--- config.mk ---
export PLATFORM = sky130hd
export DESIGN_NAME = hazard_ctrl
export DESIGN_NICKNAME = d
export VERILOG_FILES = /design/src/rtl/hazard_ctrl.sv
export SDC_FILE = /design/constraint.sdc
export NUM_CORES = 1
export LEC_CHECK = 0
export ABC_AREA = 1
export BUFFER_PORTS_ARGS = -buffer_cell sky130_fd_sc_hd__buf_2
export CORE_MARGIN = 2
export CORE_UTILIZATION = 39
export DETAILED_ROUTE_END_ITERATION = 8
export GPL_TIMING_DRIVEN = 0
export HOLD_SLACK_MARGIN = 0.12
export MAX_ROUTING_LAYER = met4
export PLACE_DENSITY_LB_ADDON = 0.08
export SYNTH_ARGS = -nofsm -noshare
export SYNTH_HDL_FRONTEND = slang
export SYNTH_SLANG_ARGS = --single-unit
--- constraint.sdc ---
create_clock -name CLK -period 2.9 [get_ports CLK]
set_input_delay 0.725 -clock CLK [delete_from_list [all_inputs] [get_ports CLK]]
set_output_delay 0.725 -clock CLK [all_outputs]
set_load 0.02 [all_outputs]
--- src/rtl/hazard_ctrl.sv ---
// hazard_ctrl: pipeline enable/flush/halt control with stall counter; define HAZARD_FORWARDING_EN when a forwarding unit exists
module hazard_ctrl #(
  parameter int CNT_W = 32,
  parameter int DRAIN_CYCLES = 2
) (
  input  logic             CLK,
  input  logic             RST,
  input  logic             ihit,
  input  logic             dhit,
  input  logic             dREN_ID_EX,
  input  logic             WEN_ID_EX,
  input  logic [4:0]       wsel_ID_EX,
  input  logic             halt_ID_EX,
  input  logic             dREN_EX_MEM,
  input  logic             dWEN_EX_MEM,
  input  logic             WEN_EX_MEM,
  input  logic [4:0]       wsel_EX_MEM,
  input  logic [4:0]       Rs_IF_ID,
  input  logic [4:0]       Rt_IF_ID,
  input  logic             uses_rt_IF_ID,
  input  logic             pc_redirect_EX,
  output logic             pc_en,
  output logic             enable_IF_ID,
  output logic             flush_IF_ID,
  output logic             enable_ID_EX,
  output logic             flush_ID_EX,
  output logic             enable_EX_MEM,
  output logic             enable_MEM_WB,
  output logic             halted,
  output logic [CNT_W-1:0] stall_cnt
);
  localparam int DW = $clog2(DRAIN_CYCLES + 1);
  typedef enum logic [1:0] {RUN, MEM_WAIT, DRAIN, HALTED} state_t;
  state_t state, next_state;
  logic [DW-1:0] drain_cnt, next_drain;
  logic mem_busy, match_ex, use_hazard, count_stall;
  assign mem_busy = (dREN_EX_MEM | dWEN_EX_MEM) & ~dhit;
  assign match_ex = (wsel_ID_EX != 5'd0) &
                    (wsel_ID_EX == Rs_IF_ID | (uses_rt_IF_ID & wsel_ID_EX == Rt_IF_ID));
`ifdef HAZARD_FORWARDING_EN
  logic unused_fwd;
  assign unused_fwd = ^{WEN_EX_MEM, wsel_EX_MEM};
  assign use_hazard = dREN_ID_EX & WEN_ID_EX & match_ex;
`else
  logic match_mem;
  assign match_mem = (wsel_EX_MEM != 5'd0) &
                     (wsel_EX_MEM == Rs_IF_ID | (uses_rt_IF_ID & wsel_EX_MEM == Rt_IF_ID));
  assign use_hazard = (WEN_ID_EX & match_ex) | (WEN_EX_MEM & match_mem);
`endif
  // state, drain counter and saturating stall counter
  always_ff @(posedge CLK) begin
    if (RST) begin
      state     <= RUN;
      drain_cnt <= '0;
      stall_cnt <= '0;
    end else begin
      state     <= next_state;
      drain_cnt <= next_drain;
      if (count_stall & ~&stall_cnt) stall_cnt <= stall_cnt + 1'b1;
    end
  end
  // next state and combinational stage controls
  always_comb begin
    next_state    = state;
    next_drain    = drain_cnt;
    pc_en         = ihit;
    enable_IF_ID  = 1'b1;
    flush_IF_ID   = 1'b0;
    enable_ID_EX  = 1'b1;
    flush_ID_EX   = 1'b0;
    enable_EX_MEM = 1'b1;
    enable_MEM_WB = 1'b1;
    halted        = 1'b0;
    count_stall   = 1'b0;
    case (state)
      RUN, MEM_WAIT: begin
        next_state = RUN;
        if (state == MEM_WAIT ? ~dhit : mem_busy) begin
          pc_en         = 1'b0;
          enable_IF_ID  = 1'b0;
          enable_ID_EX  = 1'b0;
          enable_EX_MEM = 1'b0;
          enable_MEM_WB = 1'b0;
          next_state    = MEM_WAIT;
        end else if (pc_redirect_EX) begin
          pc_en       = 1'b1;
          flush_IF_ID = 1'b1;
          flush_ID_EX = 1'b1;
        end else if (halt_ID_EX) begin
          pc_en       = 1'b0;
          flush_IF_ID = 1'b1;
          next_drain  = DW'(DRAIN_CYCLES);
          next_state  = DRAIN;
        end else if (use_hazard) begin
          pc_en        = 1'b0;
          enable_IF_ID = 1'b0;
          flush_ID_EX  = 1'b1;
        end else if (~ihit) begin
          flush_IF_ID = 1'b1;
        end
        count_stall = ~pc_en;
      end
      DRAIN: begin
        pc_en         = 1'b0;
        flush_IF_ID   = 1'b1;
        flush_ID_EX   = 1'b1;
        enable_EX_MEM = ~mem_busy;
        enable_MEM_WB = ~mem_busy;
        if (~mem_busy) begin
          next_drain = drain_cnt - 1'b1;
          next_state = drain_cnt == DW'(1) ? HALTED : DRAIN;
        end
      end
      default: begin
        pc_en         = 1'b0;
        enable_IF_ID  = 1'b0;
        enable_ID_EX  = 1'b0;
        enable_EX_MEM = 1'b0;
        enable_MEM_WB = 1'b0;
        halted        = 1'b1;
      end
    endcase
  end
endmodule
======== Yosys cells after proc, flatten, opt, wreduce, memory -nomap -nowiden ========
Index checks and enable logic that the tools add are counted.
word-level totals
  flip-flop bits (word level) ............. 36
  latch bits .............................. 0
  memory bits (writable) .................. 0
  ROM bits ................................ 0
  output and inout bits ................... 40
  memories ................................ 0
cells by class
  add/subtract/negate cells ............... 2
  multiply operators ...................... 0
  div/mod/pow operators ................... 0
  order comparisons ....................... 0
  equal/unequal tests ..................... 11
  shift operators ......................... 0
  mux-type cells .......................... 39
  bitwise operators ....................... 15
  reduce and logical (&&, ||, !) cells .... 10
operators by type and width
  kind                                               count
  adder 32 x 1 -> 32 bit (second input constant)     1
  AND reduction 32 bit                               1
  two-way mux 1 bit                                  24
  == test 5 bit                                      4
  two-way mux 2 bit                                  8
  case mux 1 bit (2 select lines)                    5
  nonzero test 5 bit                                 2
  bitwise AND 1 bit                                  8
  != test 2 bit (second input constant)              4
  case mux 2 bit (2 select lines)                    2
  AND reduction 5 bit                                1
  == test 2 x 1 -> 1 bit (second input constant)     2
  bitwise OR 1 bit                                   4
  inverter 1 bit                                     3
  OR reduction 3 bit                                 1
  == test 2 bit (second input constant)              1
  zero test 2 bit                                    1
  AND reduction 2 bit                                1
  nonzero test 2 bit                                 1
  OR reduction 2 bit                                 1
  subtractor 2 x 1 -> 2 bit (second input constant)  1
  zero test 1 bit                                    1

======== Logic depth before layout (Yosys ltp) ========
  depth in word-level cells ............... 14
  depth in mapped cells ................... 15
  gate-level depth less buffers ........... 14

======== Least setup slack after synthesis ========
Ideal clock, no wire load.
  kind .................................... in2out
  start ................................... input wsel_ID_EX[2]
  end ..................................... output pc_en
  data arrival time ....................... 1.945 ns
  path slack .............................. 0.230 ns
  cell stages on the path ................. 11
  cells stage by stage .................... inv_1 > nand4_1 > o21ai_0 > inv_1 > nand2_1 > nand3_1 > nand2_1 > nand2_1 > buf_4 > buf_4 > nor2_1
on the way
  longest elaborated chain between the ends .. 12
ends and longest elaborated chain
  item                              RTL line  RTL
  from (decl)                       12        input logic [4:0] wsel_ID_EX,
  == test 5 bit                     39        (wsel_ID_EX == Rs_IF_ID | (uses_rt_IF_ID & wsel_ID_EX == Rt_IF_ID));
  bitwise AND 1 bit                 39
  bitwise OR 1 bit                  39
  bitwise AND 1 bit *               38        assign match_ex = (wsel_ID_EX != 5'd0) &
  bitwise AND 1 bit *               48        assign use_hazard = (WEN_ID_EX & match_ex) | (WEN_EX_MEM & match_mem);
  bitwise OR 1 bit *                48
  two-way mux 1 bit *               94        end else if (use_hazard) begin
  two-way mux 1 bit *               89        end else if (halt_ID_EX) begin
  two-way mux 1 bit *               85        end else if (pc_redirect_EX) begin
  two-way mux 1 bit *               78        if (state == MEM_WAIT ? ~dhit : mem_busy) begin
  two-way mux 1 bit * (2 in a row)  75        case (state)
  to (decl)                         22        output logic pc_en,
Mark *: on every way between the ends. The rest lies on a longest branch, timed or not. The select of a mux whose other input is x is not followed.

======== Worst setup path after layout ========
Same ends and word-level chain as after synthesis.

==> flow_summary.yaml <==
logic_synthesis:
  synth_top_cells_by_area: "dfxtp_1 (26%), nand2_1 (19%), nor2_1 (12%), inv_1 (8.4%), nand3_1 (7.8%)"
  syn_area_um2: 2760
  ys_ff_latch: 36
  yosysMostFrequentCell: "nand2_1"
  synth_edf_count: 0
  yosysSeqAreaShare_pct: 26.1
  ys_warn_count: 0
  synth_cell_types: 33
  yosys_most_used_dff: "dfxtp_1"
  async_reset_ff_share_pct: 0
  syn_nets: 508
  syn_inst: 474
  syn_avg_cell_area_um2: 5.82
  synth_top_cell_area_share_pct: 26.1
  synth_common_cells: "nand2_1 (140), nor2_1 (90), inv_1 (62)"
  yosys.area.top_type: "dfxtp_1"
sta:
  layout_min_cycle_time_ns: 2.70
  finalCritPeriodShare_pct: 93.1
  slew_viol_final: 0
  worst_pin_slew_ns: 0.534
  hold_viol: 0
  fin_worst_skew_ns: 0.00694
  relSlewSlack_pct: 64.1
  fin_ws_ns: 0.200
  fmax_mhz: 370
  setup_violations: 0
floorplan:
  fp.dieH_um: 88.1
  start_util_pct: 40.3
  coreArea_um2: 6830
  ioPinCount: 72
  die_area_um2: 7760
  die_w_um: 88.1
  placementRows: 30
placement:
  placed_area_um2: 3230
  dp_hpwl_um: 5760
  portBuffers: 70
  dp_slack_ns: -0.0591
  gp_congestion: 0.880
drt:
  via_count: 3081
  avgViaCountPerCell: 4.73
  drc: 0
  drt_iter0_markers: 144
  wl_per_cell_um: 11.2
  ant_nets: 0
  wirelength_um: 7300
  first_pass_iters: 4
grt:
  grt_max_degree: 20
  grt_pass1_vias: 2824
  antenna_found_initial: 0
  overflow: 0
  grt_use_total_pct: 21.0
  grt_pass1_wl_um: 12700
setup_path:
  critPathCaptureType: "output pin"
  regToRegSetupSlack_ns: 0.84
  cp_max_fo: 7
  path_class: "primary input to output pin"
  start_kind: "primary input"
  cp.arrival_ns: 1.97
  crit_required_ns: 2.17
  crit_path_max_incr_delay_ns: 0.15
  path_cells: "buf_2, inv_1, nand4_1, o21ai_0, inv_1, nand2_1, nand3_1, nand2_1, nand2_2, buf_12, nor2_1, buf_4"
  slowest_stage: "o21ai_0"
pwr:
  p_leak_nw: 1.78
  power_density_nw_per_um2: 411
  ir_drop_v: 0.000194
clocking:
  cts_tree: "yes"
  cts_made_buffers: 5
  clk_latency_ns: 0.29
  clockRootBuffer: "clkbuf_8"
  htreeDepth: 2
  cts_max_path_buffers: 2
  clk_pin_slew_worst_paths_ns: 0.08
  cts_num_sinks: 36
job:
  cap_violations: 0
final_layout:
  fin_nets: 588
  layout-drive-gt1-share_pct: 21.4
  postLayoutCellArea_um2: 3390
  insertedDiodeCount: 0
  area.growth.synth_to_final_pct: 23.1
  nFillCells: 783
worst_hold_path:
  hold_path.class: "flop to flop"
outcome:
  status: "finished clean"
[worst max-delay path, delay by kind of cell]
family,cells,cell delay [ns]
AO/OA/AOI/OAI,1,0.15
buffers and inverters,5,0.55
AND/OR/NAND/NOR,6,0.54
[cell families (layout without fill, tap and decap cells)]
kind of cell,count (synthesis),in the layout,share of synthesized area (%)
xor gates and xnor gates,12,12,3.81
buffers and inverters,80,161,13.0
and+or+nand+nor,306,306,47.9
adders and majority gates,2,2,0.908
AOI/OAI and AO/OA,38,38,8.17
DFF,36,36,26.1
[routing by layer]
layer	vias up	global-route usage (%)	wire length [um]
li1	1630	-	-
met1	1371	26.1	3340
met2	69	34.5	3470
met3	11	4.24	385
met4	0	6.20	98
met5	-	-	0
[cell type report]
class / count / area (um^2) / area share (%)
Clock buffer: 7 / 96.3 / 2.84
Clock inverter: 1 / 30.0 / 0.885
Buffer: 12 / 110 / 3.24
Multi-Input combinational cell: 358 / 1680 / 49.5
Inverter: 67 / 254 / 7.49
Sequential cell: 36 / 721 / 21.2
Tap cell: 96 / 120 / 3.54
Timing Repair Buffer: 74 / 383 / 11.3
[placed cells by master, fill, tap and decap left out, drive strengths merged]
cell and instances:
nand2 144, nor2 93, buf 85, inv 67, nand3 47, dfxtp 36, a21oi 29, nor3 12
xor2 8, clkbuf 8, nand4 7, o21ai 4, xnor2 4, nand3b 3, ha 2, o31ai 1
a31oi 1, o211ai 1, o21a 1, o311ai 1, bufinv 1
[worst paths after layout]
| check | from | endpoint | cells past startpoint |
|---|---|---|---|
| min | stall_cnt[1] | stall_cnt[1] | 2 |
| max reg2reg | stall_cnt[0] | stall_cnt[12] | 11 |
| max | wsel_ID_EX[2] | pc_en | 12 |
| min reg2reg | stall_cnt[1] | stall_cnt[1] | 2 |
[through the flow]
stage / total power [mW] / utilization [%] / std cells / hold slack (ns) / TNS [ns]
floorplan: 0.792 / - / 474 / 0.485 / 0
CTS: 1.40 / 49.0 / 647 / 0.533 / 0
global placement: 0.897 / 47.2 / 640 / 0.501 / -0.0854
finish: 1.40 / 49.7 / 651 / 0.526 / 0
detailed placement: 0.902 / 47.2 / 640 / 0.511 / -0.0591
global route: 1.48 / 49.7 / 651 / 0.553 / -0.00899
[state kept, by name, summed over array words and instances (netlist names)]
signal     cells
state          2
drain_cnt      2
stall_cnt     32
[power by group]
part	internal [mW]	switching [mW]	leakage, nW
clock	0.304	0.194	0.0645
sequential	0.519	0.0309	0.293
combinational	0.136	0.212	1.42
[repair_timing]
item | in CTS | in global routing
endpoints found under the setup margin | 1 | 1
hold buffers | 0 | 0
setup buffers | 0 | 4
gates resized for setup | 1 | 4
pin swaps | 0 | 0
Note: power is estimated with default switching activity, not from simulation.
